$ cat config.mk
export PLATFORM = sky130hd
export DESIGN_NAME = key_capture_flat
export DESIGN_NICKNAME = d
export VERILOG_FILES = /design/src/rtl/key_pkg.sv /design/src/rtl/key_capture_if.sv /design/src/rtl/key_fifo.sv /design/src/rtl/key_capture.sv /design/src/flat_wrapper.sv
export SDC_FILE = /design/constraint.sdc
export NUM_CORES = 1
export LEC_CHECK = 0
export ABC_AREA = 1
export BUFFER_PORTS_ARGS = -buffer_cell sky130_fd_sc_hd__buf_2
export CAP_MARGIN = 0
export CORE_UTILIZATION = 55
export CTS_BUF_LIST = sky130_fd_sc_hd__clkbuf_8
export DETAILED_ROUTE_END_ITERATION = 12
export GPL_TIMING_DRIVEN = 0
export PLACE_DENSITY_LB_ADDON = 0.2
export SYNTH_ARGS = -nofsm -noshare
export SYNTH_HDL_FRONTEND = slang
export SYNTH_SLANG_ARGS = --single-unit
$ cat constraint.sdc
create_clock -name clk -period 1.65 [get_ports clk]
set_input_delay 0.0825 -clock clk [delete_from_list [all_inputs] [get_ports clk]]
set_output_delay 0.0825 -clock clk [all_outputs]
set_load 0.01 [all_outputs]
$ cat src/rtl/key_pkg.sv
// Shared types and defaults for the key capture block.
// Holds FSM state encoding, key-code width and parameter defaults.
package key_pkg;

  localparam int KW        = 4;
  localparam int DEB_DEF   = 4;
  localparam int DEPTH_DEF = 4;

  typedef enum logic [1:0] {
    IDLE      = 2'd0,
    PRESS_DEB = 2'd1,
    HELD      = 2'd2,
    REL_DEB   = 2'd3
  } state_t;

endpackage

$ cat src/rtl/key_capture_if.sv
// Consumer-side valid/ready bus for captured key codes.
// dout/dout_valid from the block, dout_ready from the consumer.
interface key_capture_if;
  import key_pkg::*;

  logic [KW-1:0] dout;
  logic          dout_valid;
  logic          dout_ready;

  modport master (
    output dout,
    output dout_valid,
    input  dout_ready
  );

  modport slave (
    input  dout,
    input  dout_valid,
    output dout_ready
  );

endinterface

$ cat src/rtl/key_fifo.sv
// First-word-fall-through FIFO for key codes; head reads 0 when empty.
// Ports: clk, rst, i_push/i_din, i_pop, o_dout, o_full, o_empty, o_count.
module key_fifo #(
  parameter int DEPTH = 4,
  parameter int W     = 4
) (
  input  logic                   clk,
  input  logic                   rst,
  input  logic                   i_push,
  input  logic [W-1:0]           i_din,
  input  logic                   i_pop,
  output logic [W-1:0]           o_dout,
  output logic                   o_full,
  output logic                   o_empty,
  output logic [$clog2(DEPTH):0] o_count
);

  localparam int AW = $clog2(DEPTH);
  localparam int CW = AW + 1;

  logic [W-1:0]  r_mem [DEPTH];
  logic [AW-1:0] r_wr;
  logic [AW-1:0] r_rd;
  logic [CW-1:0] r_cnt;

  logic w_pop;
  logic w_push;

  assign o_full  = (r_cnt == CW'(DEPTH));
  assign o_empty = (r_cnt == '0);
  assign o_count = r_cnt;
  assign o_dout  = o_empty ? '0 : r_mem[r_rd];

  // A push into a full FIFO only lands if a pop frees the slot.
  assign w_pop  = i_pop && !o_empty;
  assign w_push = i_push && (!o_full || w_pop);

  always_ff @(posedge clk) begin
    if (w_push) r_mem[r_wr] <= i_din;
  end

  always_ff @(posedge clk or posedge rst) begin
    if (rst) begin
      r_wr  <= '0;
      r_rd  <= '0;
      r_cnt <= '0;
    end else begin
      if (w_push) r_wr <= r_wr + AW'(1);
      if (w_pop)  r_rd <= r_rd + AW'(1);
      unique case ({w_push, w_pop})
        2'b10:   r_cnt <= r_cnt + CW'(1);
        2'b01:   r_cnt <= r_cnt - CW'(1);
        default: r_cnt <= r_cnt;
      endcase
    end
  end

endmodule

$ cat src/rtl/key_capture.sv
// Synchronizes and debounces encoder key codes, queues one code per press.
// Ports: clk, rst, L, GS, dbus (dout/valid/ready), overflow, count.
module key_capture
  import key_pkg::*;
#(
  parameter int DEB_CYCLES = DEB_DEF,
  parameter int FIFO_DEPTH = DEPTH_DEF
) (
  input  logic             clk,
  input  logic             rst,
  input  logic [KW-1:0]    L,
  input  logic             GS,
  key_capture_if.master    dbus,
  output logic             overflow,
  output logic [3:0]       count
);

  localparam int CW = $clog2(FIFO_DEPTH) + 1;

  logic [KW-1:0] r_l1;
  logic [KW-1:0] r_l2;
  logic          r_g1;
  logic          r_g2;
  state_t        r_st;
  logic [3:0]    r_cnt;
  logic [KW-1:0] r_cand;
  logic          r_ovf;

  logic          w_push;
  logic          w_full;
  logic          w_empty;
  logic [CW-1:0] w_cnt;

  // Push on the stable sample that brings cnt up to DEB_CYCLES.
  assign w_push = (r_st == PRESS_DEB) && r_g2 &&
                  (r_l2 == r_cand) &&
                  (r_cnt == 4'(DEB_CYCLES - 1));

  assign overflow        = r_ovf;
  assign count           = 4'(w_cnt);
  assign dbus.dout_valid = !w_empty;

  always_ff @(posedge clk or posedge rst) begin
    if (rst) begin
      r_l1   <= '0;
      r_l2   <= '0;
      r_g1   <= 1'b0;
      r_g2   <= 1'b0;
      r_st   <= IDLE;
      r_cnt  <= '0;
      r_cand <= '0;
      r_ovf  <= 1'b0;
    end else begin
      r_l1  <= L;
      r_l2  <= r_l1;
      r_g1  <= GS;
      r_g2  <= r_g1;
      r_ovf <= w_push && w_full && !dbus.dout_ready;
      unique case (r_st)
        IDLE: begin
          if (r_g2) begin
            r_cand <= r_l2;
            r_cnt  <= 4'd1;
            r_st   <= PRESS_DEB;
          end
        end
        PRESS_DEB: begin
          if (!r_g2) begin
            r_st <= IDLE;
          end else if (r_l2 != r_cand) begin
            r_cand <= r_l2;
            r_cnt  <= 4'd1;
          end else begin
            r_cnt <= r_cnt + 4'd1;
            if (w_push) r_st <= HELD;
          end
        end
        HELD: begin
          if (!r_g2) begin
            r_cnt <= 4'd1;
            r_st  <= REL_DEB;
          end
        end
        REL_DEB: begin
          if (r_g2) begin
            r_st <= HELD;
          end else begin
            r_cnt <= r_cnt + 4'd1;
            if (r_cnt == 4'(DEB_CYCLES - 1)) r_st <= IDLE;
          end
        end
        default: r_st <= IDLE;
      endcase
    end
  end

  key_fifo #(
    .DEPTH (FIFO_DEPTH),
    .W     (KW)
  ) u_fifo (
    .clk     (clk),
    .rst     (rst),
    .i_push  (w_push),
    .i_din   (r_cand),
    .i_pop   (dbus.dout_ready),
    .o_dout  (dbus.dout),
    .o_full  (w_full),
    .o_empty (w_empty),
    .o_count (w_cnt)
  );

endmodule
$ cat src/flat_wrapper.sv
// flat-port wrapper written by rule: the top's interface ports become plain ports
module key_capture_flat import key_pkg::*;
#(
  parameter int DEB_CYCLES = DEB_DEF,
  parameter int FIFO_DEPTH = DEPTH_DEF
)
  (clk, rst, L, GS, overflow, count, dbus_dout, dbus_dout_valid, dbus_dout_ready);
  key_capture_if dbus_i ();
  input  logic clk;
  input  logic rst;
  input  logic [KW-1:0] L;
  input  logic GS;
  output logic overflow;
  output logic [3:0] count;
  output wire logic [$bits(dbus_i.dout)-1:0] dbus_dout;
  output wire logic [$bits(dbus_i.dout_valid)-1:0] dbus_dout_valid;
  input wire logic [$bits(dbus_i.dout_ready)-1:0] dbus_dout_ready;
  assign dbus_dout = dbus_i.dout;
  assign dbus_dout_valid = dbus_i.dout_valid;
  assign dbus_i.dout_ready = dbus_dout_ready;
  key_capture #(.DEB_CYCLES(DEB_CYCLES), .FIFO_DEPTH(FIFO_DEPTH)) u_core (.clk(clk), .rst(rst), .L(L), .GS(GS), .dbus(dbus_i), .overflow(overflow), .count(count));
endmodule
==> reports/results.tsv <==
stage	metric	value	unit
global_route	grtUsageTotal	0.220	
floorplan	die-height	61.3	um
drt	wirelength	3.77	mm
worst_setup_path	crit_path_start	u_core.r_cand[2]	
synth	synthTopCellsByCount	36 x nand2_1, 31 x inv_1, 31 x nor2_1	
sta	slew_viol_final	0	
sta	post-route-period-util	1.14	
worst_setup_path	cp.required	1.84	ns
cts	h-tree-depth	2	
global_route	grt_pass1_vias	1376	
placed_design	io_buffers	16	
synth	synth-edff-count	16	
layout	fin_nets	256	
layout	area_growth	26.2	%
worst_setup_path	r2r-start	u_core.r_cand[2]	
worst_setup_path	arrival	2.07	ns
floorplan	core_area	3360	um^2
cts	cts_buffers	5	
placed_design	dp_cells	259	
drt	drc	0	
cts	clk_transition_reported_paths	0.08	ns
drt	ant_nets	0	
global_route	grt_overflow	0	
cts	cts_tree	yes	
sta	clock.fmax	0.529	GHz
worst_setup_path	end_kind	register	
synth	ys_seq_elements	44	
synth	yosysTopAreaCell	dfrtp_1	
synth	synth-seq-area-share	0.611	
floorplan	die_width	61.3	um
sta	finalHoldViolations	0	
placed_design	place.gp.congestion	0.825	
power	p_leak	1.16	nW
drt	vias_per_cell	4.90	
worst_setup_path	cp_max_fo	4	
synth	synth_most_common_cell	nand2_1	
status	violations	negative setup slack	
sta	finalCriticalPeriod	1.89	ns
synth	synth.distinct_cells	26	
floorplan	start_util	0.575	
synth	avgSynthCellArea	9.82	um^2
sta	worst_pin_slew	1.03	ns
cts	clockBufferDepth	2	
placed_design	dp_hpwl	2.32	mm
drt	drt_first_pass_iters	4	
sta	maxSlewHeadroom	0.311	
synth	synthesis.area	1930	um^2
synth	syn_inst	197	
sta	rsz0062_at_grt	yes	
global_route	grt_pass1_wl	5.75	mm
global_route	grt_max_degree	29	
drt	num_vias	1415	
synth	async_flop_share	0.636	
drt	wire_per_inst	13.0	um
cts	clk_latency	0.29	ns
worst_setup_path	setup.worst_path.class	reg -> reg	
synth	synth_flop_cell	dfrtp_1	
worst_setup_path	start_kind	register	
synth	yosys.area.top_type_share	0.362	
sta	setup_ws	-0.239	ns
placed_design	pre_cts_ws	-0.344	ns
floorplan	rows	21	
floorplan	io-pin-count	18	
power	ir_worst_vdd	1.01	mV
cts	clockRootBuffer	clkbuf_8	
layout	layout-drive-gt1-share	0.333	
synth	synthesis.nets	211	
sta	setup_viol	21	
global_route	antenna_found_initial	0	
layout	diodes	0	
sta	skew	0.00599	ns
drt	drt_iter0_markers	61	
synth	yosys_warnings	0	
floorplan	dieArea	3760	um^2
layout	stdcell_area	2440	um^2
min_path	worstHoldPathType	in -> async	
status	status	finished with violations	
placed_design	dpl_cell_area	2090	um^2
job	maxCapViolCount	0	
layout	fin_cells	289	
cts	cts.sinks	44	
power	power.density	1560	nW/um^2
layout	fill_cells	267	
synth	synth_area_leaders	dfrtp_1 36%, edfxtp_1 25%, nand2_1 7.0%	
[cells by family after synthesis]
family                     Yosys count  share of synthesized area
AOI/OAI and AO/OA                   24                     0.0699
other                                1                    0.00194
xor gates and xnor gates             5                     0.0226
and+or+nand+nor                     83                      0.184
adders and majority gates            6                     0.0427
DFF                                 44                      0.611
buffers and inverters               34                     0.0686
[state kept, by name, summed over array words and instances (netlist names), 2 cells and up, named ones only]
signal,cells
u_core.u_fifo.r_mem,16
u_core.r_cand,4
u_core.r_cnt,4
u_core.r_l1,4
u_core.r_l2,4
u_core.u_fifo.o_count,3
u_core.u_fifo.r_rd,2
u_core.u_fifo.r_wr,2
[critical path: stages (launching register included)]
cell	delay, ns
dfrtp_2	0.45
nand2_2	0.09
nand2_2	0.07
nor2_4	0.12
nand2_2	0.09
nor2_4	0.14
nand2_4	0.08
nand2_4	0.06
inv_2	0.04
fa_2	0.37
nand2_2	0.10
nand2_1	0.06
nand2_1	0.05
nand2_1	0.05
[placed cells by master (no fill, tap or decap)]
cell and instances:
xnor2_1 1, inv_2 9, o211ai_1 1, a31oi_1 1, a32o_1 1, nand3_2 2, clkbuf_8 5, fa_2 1
dlygate4sd3_1 5, nor2_4 8, and3_2 1, ha_1 5, o21a_1 1, xor2_1 4, dfrtp_1 24, buf_2 17
nand2_2 9, nand3_1 6, conb_1 1, buf_4 17, a21oi_1 5, nand4_1 1, nand3_4 1, o21ai_1 2
dfrtp_2 4, buf_6 1, nand2_1 28, edfxtp_1 16, o21ai_0 12, inv_1 23, clkinv_2 1, nor2_1 25
nand2_4 2, a31o_2 1, inv_4 2
[final cells by class]
| type | instances | area (um^2) | share of cell area |
|---|---|---|---|
| Sequential cell | 44 | 1190 | 0.486 |
| Multi-Input combinational cell | 119 | 717 | 0.294 |
| Timing Repair Buffer | 38 | 262 | 0.107 |
| Inverter | 32 | 123 | 0.0502 |
| Clock buffer | 5 | 68.8 | 0.0282 |
| Tap cell | 46 | 57.6 | 0.0236 |
| Clock inverter | 3 | 15.0 | 0.00615 |
| Buffer | 2 | 12.5 | 0.00513 |
[stage by stage]
| step | setup TNS (ns) | total power (W) | hold slack (ns) | utilization |
|---|---|---|---|---|
| after floorplan | -0.200 | 0.00246 | 0.114 | - |
| after detailed placement | -4.63 | 0.00283 | 0.192 | 0.621 |
| after global routing | -5.34 | 0.00413 | 0.136 | 0.726 |
| after global placement | -3.78 | 0.00274 | 0.192 | 0.621 |
| after CTS | -0.317 | 0.00369 | 0.0661 | 0.698 |
| final | -3.71 | 0.00381 | 0.0278 | 0.726 |
[what timing repair did]
item / 4_1_cts / 5_1_grt
hold endpoints to repair: 5 / 0
endpoints found under the setup margin: 18 / 30
buffers inserted: 12 / 7
hold buffers: 5 / 0
gates resized for setup: 13 / 24
pin swaps: 4 / 15
[worst paths after layout]
path | end | cells past startpoint | slack, ns
max | u_core.u_fifo.o_count[2] | 13 | -0.24
min | u_core.r_l1[1] | 2 | 0.03
max reg2reg | u_core.u_fifo.o_count[2] | 13 | -0.24
min reg2reg | u_core.r_l2[0] | 0 | 0.35
max in group asynchronous | u_core.u_fifo.o_count[0] | 2 | 0.92
min in group clk | u_core.overflow | 4 | 0.19
[power by group]
group          total (W)  switching [W]  internal, W
Combinational    0.00158       0.000913     0.000665
Clock           0.000647       0.000356     0.000291
Sequential       0.00158       0.000201      0.00138
[metal layers]
| layer | GRT usage | up-vias | wire [um] |
|---|---|---|---|
| met2 | 0.410 | 23 | 2130 |
| met1 | 0.235 | 671 | 1450 |
| li1 | - | 712 | - |
| met5 | 0 | - | 0 |
| met4 | 0.0779 | 0 | 86 |
| met3 | 0.0630 | 9 | 102 |
Note: power is estimated with default switching activity, not from simulation.
